<file path="config.mk">
export PLATFORM = sky130hd
export DESIGN_NAME = if_id_queue_flat
export DESIGN_NICKNAME = d
export VERILOG_FILES = /design/src/rtl/if_id_queue_if.sv /design/src/rtl/if_id_queue.sv /design/src/flat_wrapper.sv
export SDC_FILE = /design/constraint.sdc
export NUM_CORES = 1
export LEC_CHECK = 0
export BUFFER_PORTS_ARGS = -buffer_cell sky130_fd_sc_hd__clkbuf_2
export CORE_MARGIN = 2
export CORE_UTILIZATION = 45
export DETAILED_ROUTE_END_ITERATION = 6
export GPL_TIMING_DRIVEN = 0
export PLACE_DENSITY = 0.61
export SYNTH_ARGS = -nofsm -noshare
export SYNTH_HDL_FRONTEND = slang
export SYNTH_SLANG_ARGS = --single-unit
export TNS_END_PERCENT = 100
</file>
<file path="constraint.sdc">
create_clock -name clk -period 4.15 [get_ports clk]
set_input_delay 0 -clock clk [delete_from_list [all_inputs] [get_ports clk]]
set_output_delay 0 -clock clk [all_outputs]
set_load 0.01 [all_outputs]
</file>
<file path="src/rtl/if_id_queue_if.sv">
// Fetch-to-decode queue handshake bundle: fetch push side, decode pop side, flush and occupancy.
interface if_id_queue_if #(
  parameter int unsigned PC_SIZE    = 32,
  parameter int unsigned INSTR_SIZE = 32,
  parameter int unsigned DEPTH      = 4
);
  localparam int unsigned CNT_W = $clog2(DEPTH) + 1;

  logic                  in_valid;
  logic [PC_SIZE-1:0]    in_pc;
  logic [INSTR_SIZE-1:0] in_instr;
  logic                  in_take;
  logic                  in_ready;
  logic                  out_valid;
  logic [PC_SIZE-1:0]    out_pc;
  logic [INSTR_SIZE-1:0] out_instr;
  logic                  out_take;
  logic                  out_ready;
  logic                  flush;
  logic [CNT_W-1:0]      count;

  modport master (
    output in_valid, in_pc, in_instr, in_take, out_ready, flush,
    input  in_ready, out_valid, out_pc, out_instr, out_take, count
  );

  modport slave (
    input  in_valid, in_pc, in_instr, in_take, out_ready, flush,
    output in_ready, out_valid, out_pc, out_instr, out_take, count
  );
endinterface

</file>
<file path="src/rtl/if_id_queue.sv">
// IF/ID instruction queue: circular FIFO of {pc, instr, take}, single-cycle flush, no bypass.
module if_id_queue #(
  parameter int unsigned           PC_SIZE    = 32,
  parameter int unsigned           INSTR_SIZE = 32,
  parameter int unsigned           DEPTH      = 4,
  parameter logic [INSTR_SIZE-1:0] NOP        = INSTR_SIZE'(32'h00000013)
) (
  input logic           clk,
  input logic           rst_n,
  if_id_queue_if.slave  q
);
  localparam int unsigned       PTR_W = $clog2(DEPTH);
  localparam int unsigned       CNT_W = PTR_W + 1;
  localparam int unsigned       ENT_W = PC_SIZE + INSTR_SIZE + 1;
  localparam logic [CNT_W-1:0]  FULL  = CNT_W'(DEPTH);

  if (DEPTH < 2 || (DEPTH & (DEPTH - 1)) != 0) begin : g_depth_check
    $error("if_id_queue: DEPTH must be a power of two and >= 2");
  end

  logic [ENT_W-1:0] mem_q [DEPTH];
  logic [PTR_W-1:0] wr_ptr_q, wr_ptr_d;
  logic [PTR_W-1:0] rd_ptr_q, rd_ptr_d;
  logic [CNT_W-1:0] count_q, count_d;
  logic             full, empty, push, pop;

  // Handshake qualifiers; flush suppresses both push and pop.
  always_comb begin
    full  = (count_q == FULL);
    empty = (count_q == '0);
    push  = q.in_valid & ~full & ~q.flush;
    pop   = ~empty & q.out_ready & ~q.flush;
  end

  // Next-state for pointers and occupancy; flush overrides everything.
  always_comb begin
    wr_ptr_d = wr_ptr_q;
    rd_ptr_d = rd_ptr_q;
    count_d  = count_q;
    if (q.flush) begin
      wr_ptr_d = '0;
      rd_ptr_d = '0;
      count_d  = '0;
    end else begin
      if (push) wr_ptr_d = wr_ptr_q + PTR_W'(1);
      if (pop)  rd_ptr_d = rd_ptr_q + PTR_W'(1);
      unique case ({push, pop})
        2'b10:   count_d = count_q + CNT_W'(1);
        2'b01:   count_d = count_q - CNT_W'(1);
        default: count_d = count_q;
      endcase
    end
  end

  // Pointer and occupancy registers.
  always_ff @(posedge clk or negedge rst_n) begin
    if (!rst_n) begin
      wr_ptr_q <= '0;
      rd_ptr_q <= '0;
      count_q  <= '0;
    end else begin
      wr_ptr_q <= wr_ptr_d;
      rd_ptr_q <= rd_ptr_d;
      count_q  <= count_d;
    end
  end

  // Entry storage; contents are not reset, occupancy alone marks validity.
  always_ff @(posedge clk) begin
    if (push) mem_q[wr_ptr_q] <= {q.in_pc, q.in_instr, q.in_take};
  end

  // Head entry presented combinationally; an empty queue shows a NOP bubble.
  always_comb begin
    q.in_ready  = ~full;
    q.out_valid = ~empty;
    q.count     = count_q;
    q.out_pc    = '0;
    q.out_instr = NOP;
    q.out_take  = 1'b0;
    if (!empty) begin
      {q.out_pc, q.out_instr, q.out_take} = mem_q[rd_ptr_q];
    end
  end
endmodule

</file>
<file path="src/flat_wrapper.sv">
// flat-port wrapper written by rule: the top's interface ports become plain ports
module if_id_queue_flat 
#(
  parameter int unsigned           PC_SIZE    = 32,
  parameter int unsigned           INSTR_SIZE = 32,
  parameter int unsigned           DEPTH      = 4,
  parameter logic [INSTR_SIZE-1:0] NOP        = INSTR_SIZE'(32'h00000013)
)
  (clk, rst_n, q_in_valid, q_in_pc, q_in_instr, q_in_take, q_out_ready, q_flush, q_in_ready, q_out_valid, q_out_pc, q_out_instr, q_out_take, q_count);
  if_id_queue_if #(.PC_SIZE(PC_SIZE), .INSTR_SIZE(INSTR_SIZE), .DEPTH(DEPTH)) q_i ();
  input logic clk;
  input logic rst_n;
  input wire logic [$bits(q_i.in_valid)-1:0] q_in_valid;
  input wire logic [$bits(q_i.in_pc)-1:0] q_in_pc;
  input wire logic [$bits(q_i.in_instr)-1:0] q_in_instr;
  input wire logic [$bits(q_i.in_take)-1:0] q_in_take;
  input wire logic [$bits(q_i.out_ready)-1:0] q_out_ready;
  input wire logic [$bits(q_i.flush)-1:0] q_flush;
  output wire logic [$bits(q_i.in_ready)-1:0] q_in_ready;
  output wire logic [$bits(q_i.out_valid)-1:0] q_out_valid;
  output wire logic [$bits(q_i.out_pc)-1:0] q_out_pc;
  output wire logic [$bits(q_i.out_instr)-1:0] q_out_instr;
  output wire logic [$bits(q_i.out_take)-1:0] q_out_take;
  output wire logic [$bits(q_i.count)-1:0] q_count;
  assign q_i.in_valid = q_in_valid;
  assign q_i.in_pc = q_in_pc;
  assign q_i.in_instr = q_in_instr;
  assign q_i.in_take = q_in_take;
  assign q_i.out_ready = q_out_ready;
  assign q_i.flush = q_flush;
  assign q_in_ready = q_i.in_ready;
  assign q_out_valid = q_i.out_valid;
  assign q_out_pc = q_i.out_pc;
  assign q_out_instr = q_i.out_instr;
  assign q_out_take = q_i.out_take;
  assign q_count = q_i.count;
  if_id_queue #(.PC_SIZE(PC_SIZE), .INSTR_SIZE(INSTR_SIZE), .DEPTH(DEPTH), .NOP(NOP)) u_core (.clk(clk), .rst_n(rst_n), .q(q_i));
endmodule
</file>
Word-level counts from Yosys, hierarchy flattened. Memory sizes are Yosys's and may differ from the RTL's. Cells that the tools add are included.

Memories kept: 1. Bits in writable memories: 260. Logic and storage cells: 33. Output and inout bits: 70. Register bits after elaboration: 7. Bits of input ports: 70.

Memory list: u_core.mem_q (words 4, width 65, read ports 1, clocked after Yosys merged registers in 0, wr ports 1, RTL line if_id_queue.sv:21) `logic [ENT_W-1:0] mem_q [DEPTH];`.

Multiplexer cells: 11. $add $sub $neg: 4. Equal/unequal tests: 3. Reductions and logical operators: 4. Bitwise operators: 7.

Operators by type and width (number): $mux W32 (2); $mux W2 (4); $pmux W3 S2 (1); $add A2 B1 Y2 const B (2); $and A1 B1 Y1 (4); $reduce_bool A2 Y1 (2); $add A3 B1 Y3 const B (1); $eq A3 B3 Y1 const B (1); $logic_not A3 Y1 (1); $mux W1 (3); $mux W3 (1); $not A1 Y1 (3); $reduce_bool A3 Y1 (1); $sub A3 B1 Y3 const B (1); $eq A2 B1 Y1 const B (1); $eq A2 B2 Y1 const B (1).

Depth between registers and ports, before layout.
Depth in word-level cells: 7. Mapped depth: 7. Gate-level depth less buffers: 6.

Worst setup path before layout. Ideal clock, no wire load.

Path kind: reg-to-reg. Start point: register u_core.count_q[1] (netlist: u_core.q.count[1]). End point: memory u_core.mem_q[0][0] (netlist bit), enable pin. Cell stages (with the launch flop): 5. Required time: 3.720 ns. Buffers on the path: 1. Setup slack: 1.097 ns. Setup time: 0.430 ns. Clock period less this slack: 3.053 ns. Arrival time: 2.623 ns. Cell sequence: dfrtp_1 clkbuf_1 nor3b_1 inv_1 and3_1.

Longest elaborated chain between the ends: 6.

RTL lines: start, declared (RTL line if_id_queue.sv:24) `logic [CNT_W-1:0] count_q, count_d;`; start signal, assigned (RTL line if_id_queue.sv:64) `count_q <= count_d;`; $eq A3 B3 Y1 (RTL line if_id_queue.sv:29) `full = (count_q == FULL);`; $not A1 Y1; via q_in_ready (RTL line flat_wrapper.sv:19) `output wire logic [$bits(q_i.in_ready)-1:0] q_in_ready;`; $and A1 B1 Y1 (2 in series) (RTL line if_id_queue.sv:31) `push = q.in_valid & ~full & ~q.flush;`; $mux W1 (RTL line if_id_queue.sv:70) `if (push) mem_q[wr_ptr_q] <= {q.in_pc, q.in_instr, q.in_take};`; $mux W1 (implied by the code) (RTL line if_id_queue.sv:70); end, declared (RTL line if_id_queue.sv:21).

The timed path passes the listed nets, and every way through them passes these cells.

Worst setup path in the final report.
Start point: register u_core.count_q[0] (netlist: u_core.q.count[0]). End point: register u_core.count_q[1] (netlist: u_core.q.count[1]).

Longest elaborated chain between the ends: 7. Elaborated cells on any way between the ends: 15. Classes of those cells: 2 x add/sub; 3 x eq/ne; 2 x mux; 6 x bitwise; 2 x reduce/logical.

RTL lines: $eq A3 B3 Y1 or $logic_not A3 Y1 (tied branches) (RTL line if_id_queue.sv:29, if_id_queue.sv:30); $not A1 Y1, on equally long branches (RTL line if_id_queue.sv:31, if_id_queue.sv:32); $and A1 B1 Y1, on equally long branches (2 in series) (RTL line if_id_queue.sv:31, if_id_queue.sv:32); $eq A2 B1 Y1 or $eq A2 B2 Y1 (tied branches) (RTL line if_id_queue.sv:47) `unique case ({push, pop})`; $pmux W3 S2 (RTL line if_id_queue.sv:47); $mux W3 (RTL line if_id_queue.sv:40) `if (q.flush) begin`.

Parallel ways exist; a longest one is shown, timed or not. A chain may end at the register's enable or synchronous reset.

==> metrics.yaml <==
synth_cell_types: 36
wl_per_cell_um: 20.1
ys_warn_count: 0
drive_above_1_share_pct: 35.5
synth_compound_area_share_pct: 1.24
r2r-start: "u_core.q.count[0]"
synth_largest_area_cell: "edfxtp_1"
place_hpwl_um: 12500
worst_pin_slew_ns: 0.675
clock_latency_ns: 0.53
antenna_found_initial: 0
startpoint: "u_core.q.count[0]"
synth_seq_cells: 267
start_util_pct: 46.0
cts_tree: "yes"
synth-simple-area-share_pct: 4.96
synth_top_family_by_area: "multiplexers"
grt_pass1_wl_um: 31400
synth.avg_cell_area_um2: 21.8
synthAdderAreaFrac_pct: 0.673
worstPathCellList: "buf_2 > o31ai_1 > nor3_1 > fa_1 > inv_1 > a2111oi_0 > a221o_1"
routed_via_density: 5.30
instances_no_fill: 1022
syn-num-nets: 552
comb_power_share_pct: 25.1
start_kind: "register"
portBuffers: 138
cpPeakStageDelay_ns: 0.54
fin_nets: 794
synth-xor-area-share_pct: 0.168
post_dp_cell_area_um2: 11600
grt_pass1_vias: 5742
cts_setup_buffers: 0
netlist.area_leader.share_pct: 75.0
max_slew_margin_pct: 55.0
fillers: 1762
internal_power_mw: 5.21
cts-root-buf: "clkbuf_16"
fmax_ghz: 0.402
yosysSeqAreaShare_pct: 76.7
setup_slack_ns: 1.66
synthMuxAreaShare_pct: 14.2
worst_r2r_endpoint: "u_core.q.count[1]"
globalRouteOverflowTotal: 0
final.period_utilization_pct: 60.0
switching_share_pct: 26.8
yosysMostFrequentCell: "edfxtp_1"
place_congestion: 0.806
ctsResizeCount: 0
critPathMaxFanout: 10
syn2layout_area_growth_pct: 25.8
cap_violations: 0
hp-class: "input port to register"
ff_latch_area_um2: 7980
post-route-min-period_ns: 2.49
rows: 55
status: "complete, no violations"
wirelength_um: 20500
ys_top_cells_by_count: "edfxtp_1, mux4_2, and2_1, clkbuf_1"
die_x_um: 156
dp_slack_ns: 1.78
setup_tns_ns: 0
dr.pass1.iters: 6
crit_family: "compound AO/OA/AOI/OAI gates"
track_usage_pct: 17.0
grt_max_degree: 54
clkSlewWorstSetupHoldPaths_ns: 0.06
power.total_mw: 7.12
endpoint: "u_core.q.count[1]"
vdd_drop_max_uv: 276
dr_total_vias: 5419
p_seq_share_pct: 43.8
ys.flop_type: "edfxtp_1"
drt_iter0_drc: 301
netlist_area_um2: 10400
worst-path-buf-inv: 2
pwr-share-clk_pct: 31.1
htree_levels: 1
ant_nets: 0
rr_worst_depth: 7
cts.path.max_buffers: 3
p_leak_nw: 4.55
cts.sinks: 267
die_area_um2: 24400
grt_setup_unrepaired: "no"
ctsHoldBuffers: 70
insertedDiodeCount: 0
io-pin-count: 140
fp.coreArea_um2: 22600
powerDensity_nw_per_um2: 544
p_sw_mw: 1.91
crit_arrival_ns: 2.95
multi_input_area_um2: 2230
setup_viol_count_final: 0
dp_cells: 904
hold_viol: 0
die_h_um: 156
drc: 0
cts_made_buffers: 28
cp_num_cells: 7
synth_area_leaders: "edfxtp_1, mux4_2, and2_1, dfrtp_1, buf_12"
synthArstFlopShare_pct: 2.62
critPathCaptureType: "register"
ff2ff_setup_slack_ns: 1.66
final_area_um2: 13100
netlist_instances: 477
slowest_stage: "fa_1"
required_ns: 4.61
synth_edf_count: 260
clock_skew_ns: 0.00834
crit_type: "register to register"
maxSlewViolCount: 0
-- final cells by class --
class,instances,share of cell area (%)
buffer,27,1.47
inverter,7,0.201
sequential,267,60.9
timing repair buffer,212,11.5
multi-input combinational,176,17.0
clock inverter,14,0.506
tap,285,2.72
clock buffer,34,5.68
-- state kept, by name (all words and copies together) (netlist names) --
register	count
u_core.wr_ptr_q	2
u_core.mem_q	260
u_core.q.count	3
u_core.rd_ptr_q	2
-- kinds of logic (layout without fill, tap and decap cells) --
group	Yosys count	after routing
flip-flops	267	267
adder cells (fa/ha/maj)	5	5
buffers and inverters	34	294
AO/OA/AOI/OAI	18	18
XOR/XNOR	2	2
AND/OR/NAND/NOR	85	85
multiplexers	66	66
-- power by group through the flow --
stage,combinational (mW),sequential [mW],clock [mW]
floorplan,1.12,3.18,0
global placement,1.73,3.18,0
detailed placement,1.77,3.18,0
CTS,1.83,3.12,2.27
global route,1.95,3.13,2.38
finish,1.78,3.12,2.22
-- layer usage --
metal	up-vias	wire, um	GRT usage (%)
li1	2426	-	-
met1	2789	8810	22.7
met2	169	10100	28.7
met3	35	1180	3.25
met4	0	402	4.85
met5	-	0	0
-- stage by stage --
step	hold slack, ns	utilization (%)
final	0.229	57.9
after global routing	0.225	57.9
after CTS	0.206	57.9
after detailed placement	-0.148	51.2
after global placement	-0.151	50.6
after floorplan	-0.296	-
-- how the worst min path moves through the flow --
stage                               from                  end  slack, ns  cells after the start
after floorplan                    rst_n    u_core.q.count[0]      -0.30                      0
after global placement             rst_n   u_core.wr_ptr_q[1]      -0.15                      1
after detailed placement           rst_n   u_core.wr_ptr_q[0]      -0.15                      1
after CTS                     q_in_pc[7]  u_core.mem_q[3][40]       0.21                      2
after global routing         q_in_pc[28]  u_core.mem_q[2][61]       0.23                      2
final                     q_in_instr[19]  u_core.mem_q[0][20]       0.23                      2
-- cells in the final DEF (no fill, tap or decap), types with 2 or more instances in the layout --
cell,Yosys,final
a21oi_1,4,4
and2_1,63,63
and3_4,0,4
buf_12,4,4
buf_16,0,4
buf_2,6,6
buf_4,3,3
clkbuf_1,12,17
clkbuf_16,0,29
clkbuf_2,0,138
clkinv_1,0,8
clkinv_2,0,5
dfrtp_1,7,7
dlygate4sd3_1,0,70
edfxtp_1,260,260
ha_1,4,4
inv_1,7,7
mux4_2,65,65
nand2b_1,3,3
nand3_1,4,4
nor2_1,3,3
nor3_1,2,2
nor3b_1,2,2
o21ai_0,2,2
o22ai_1,2,2
or2_1,3,3
xor2_1,2,2
Power figures use the tool's default switching activity.
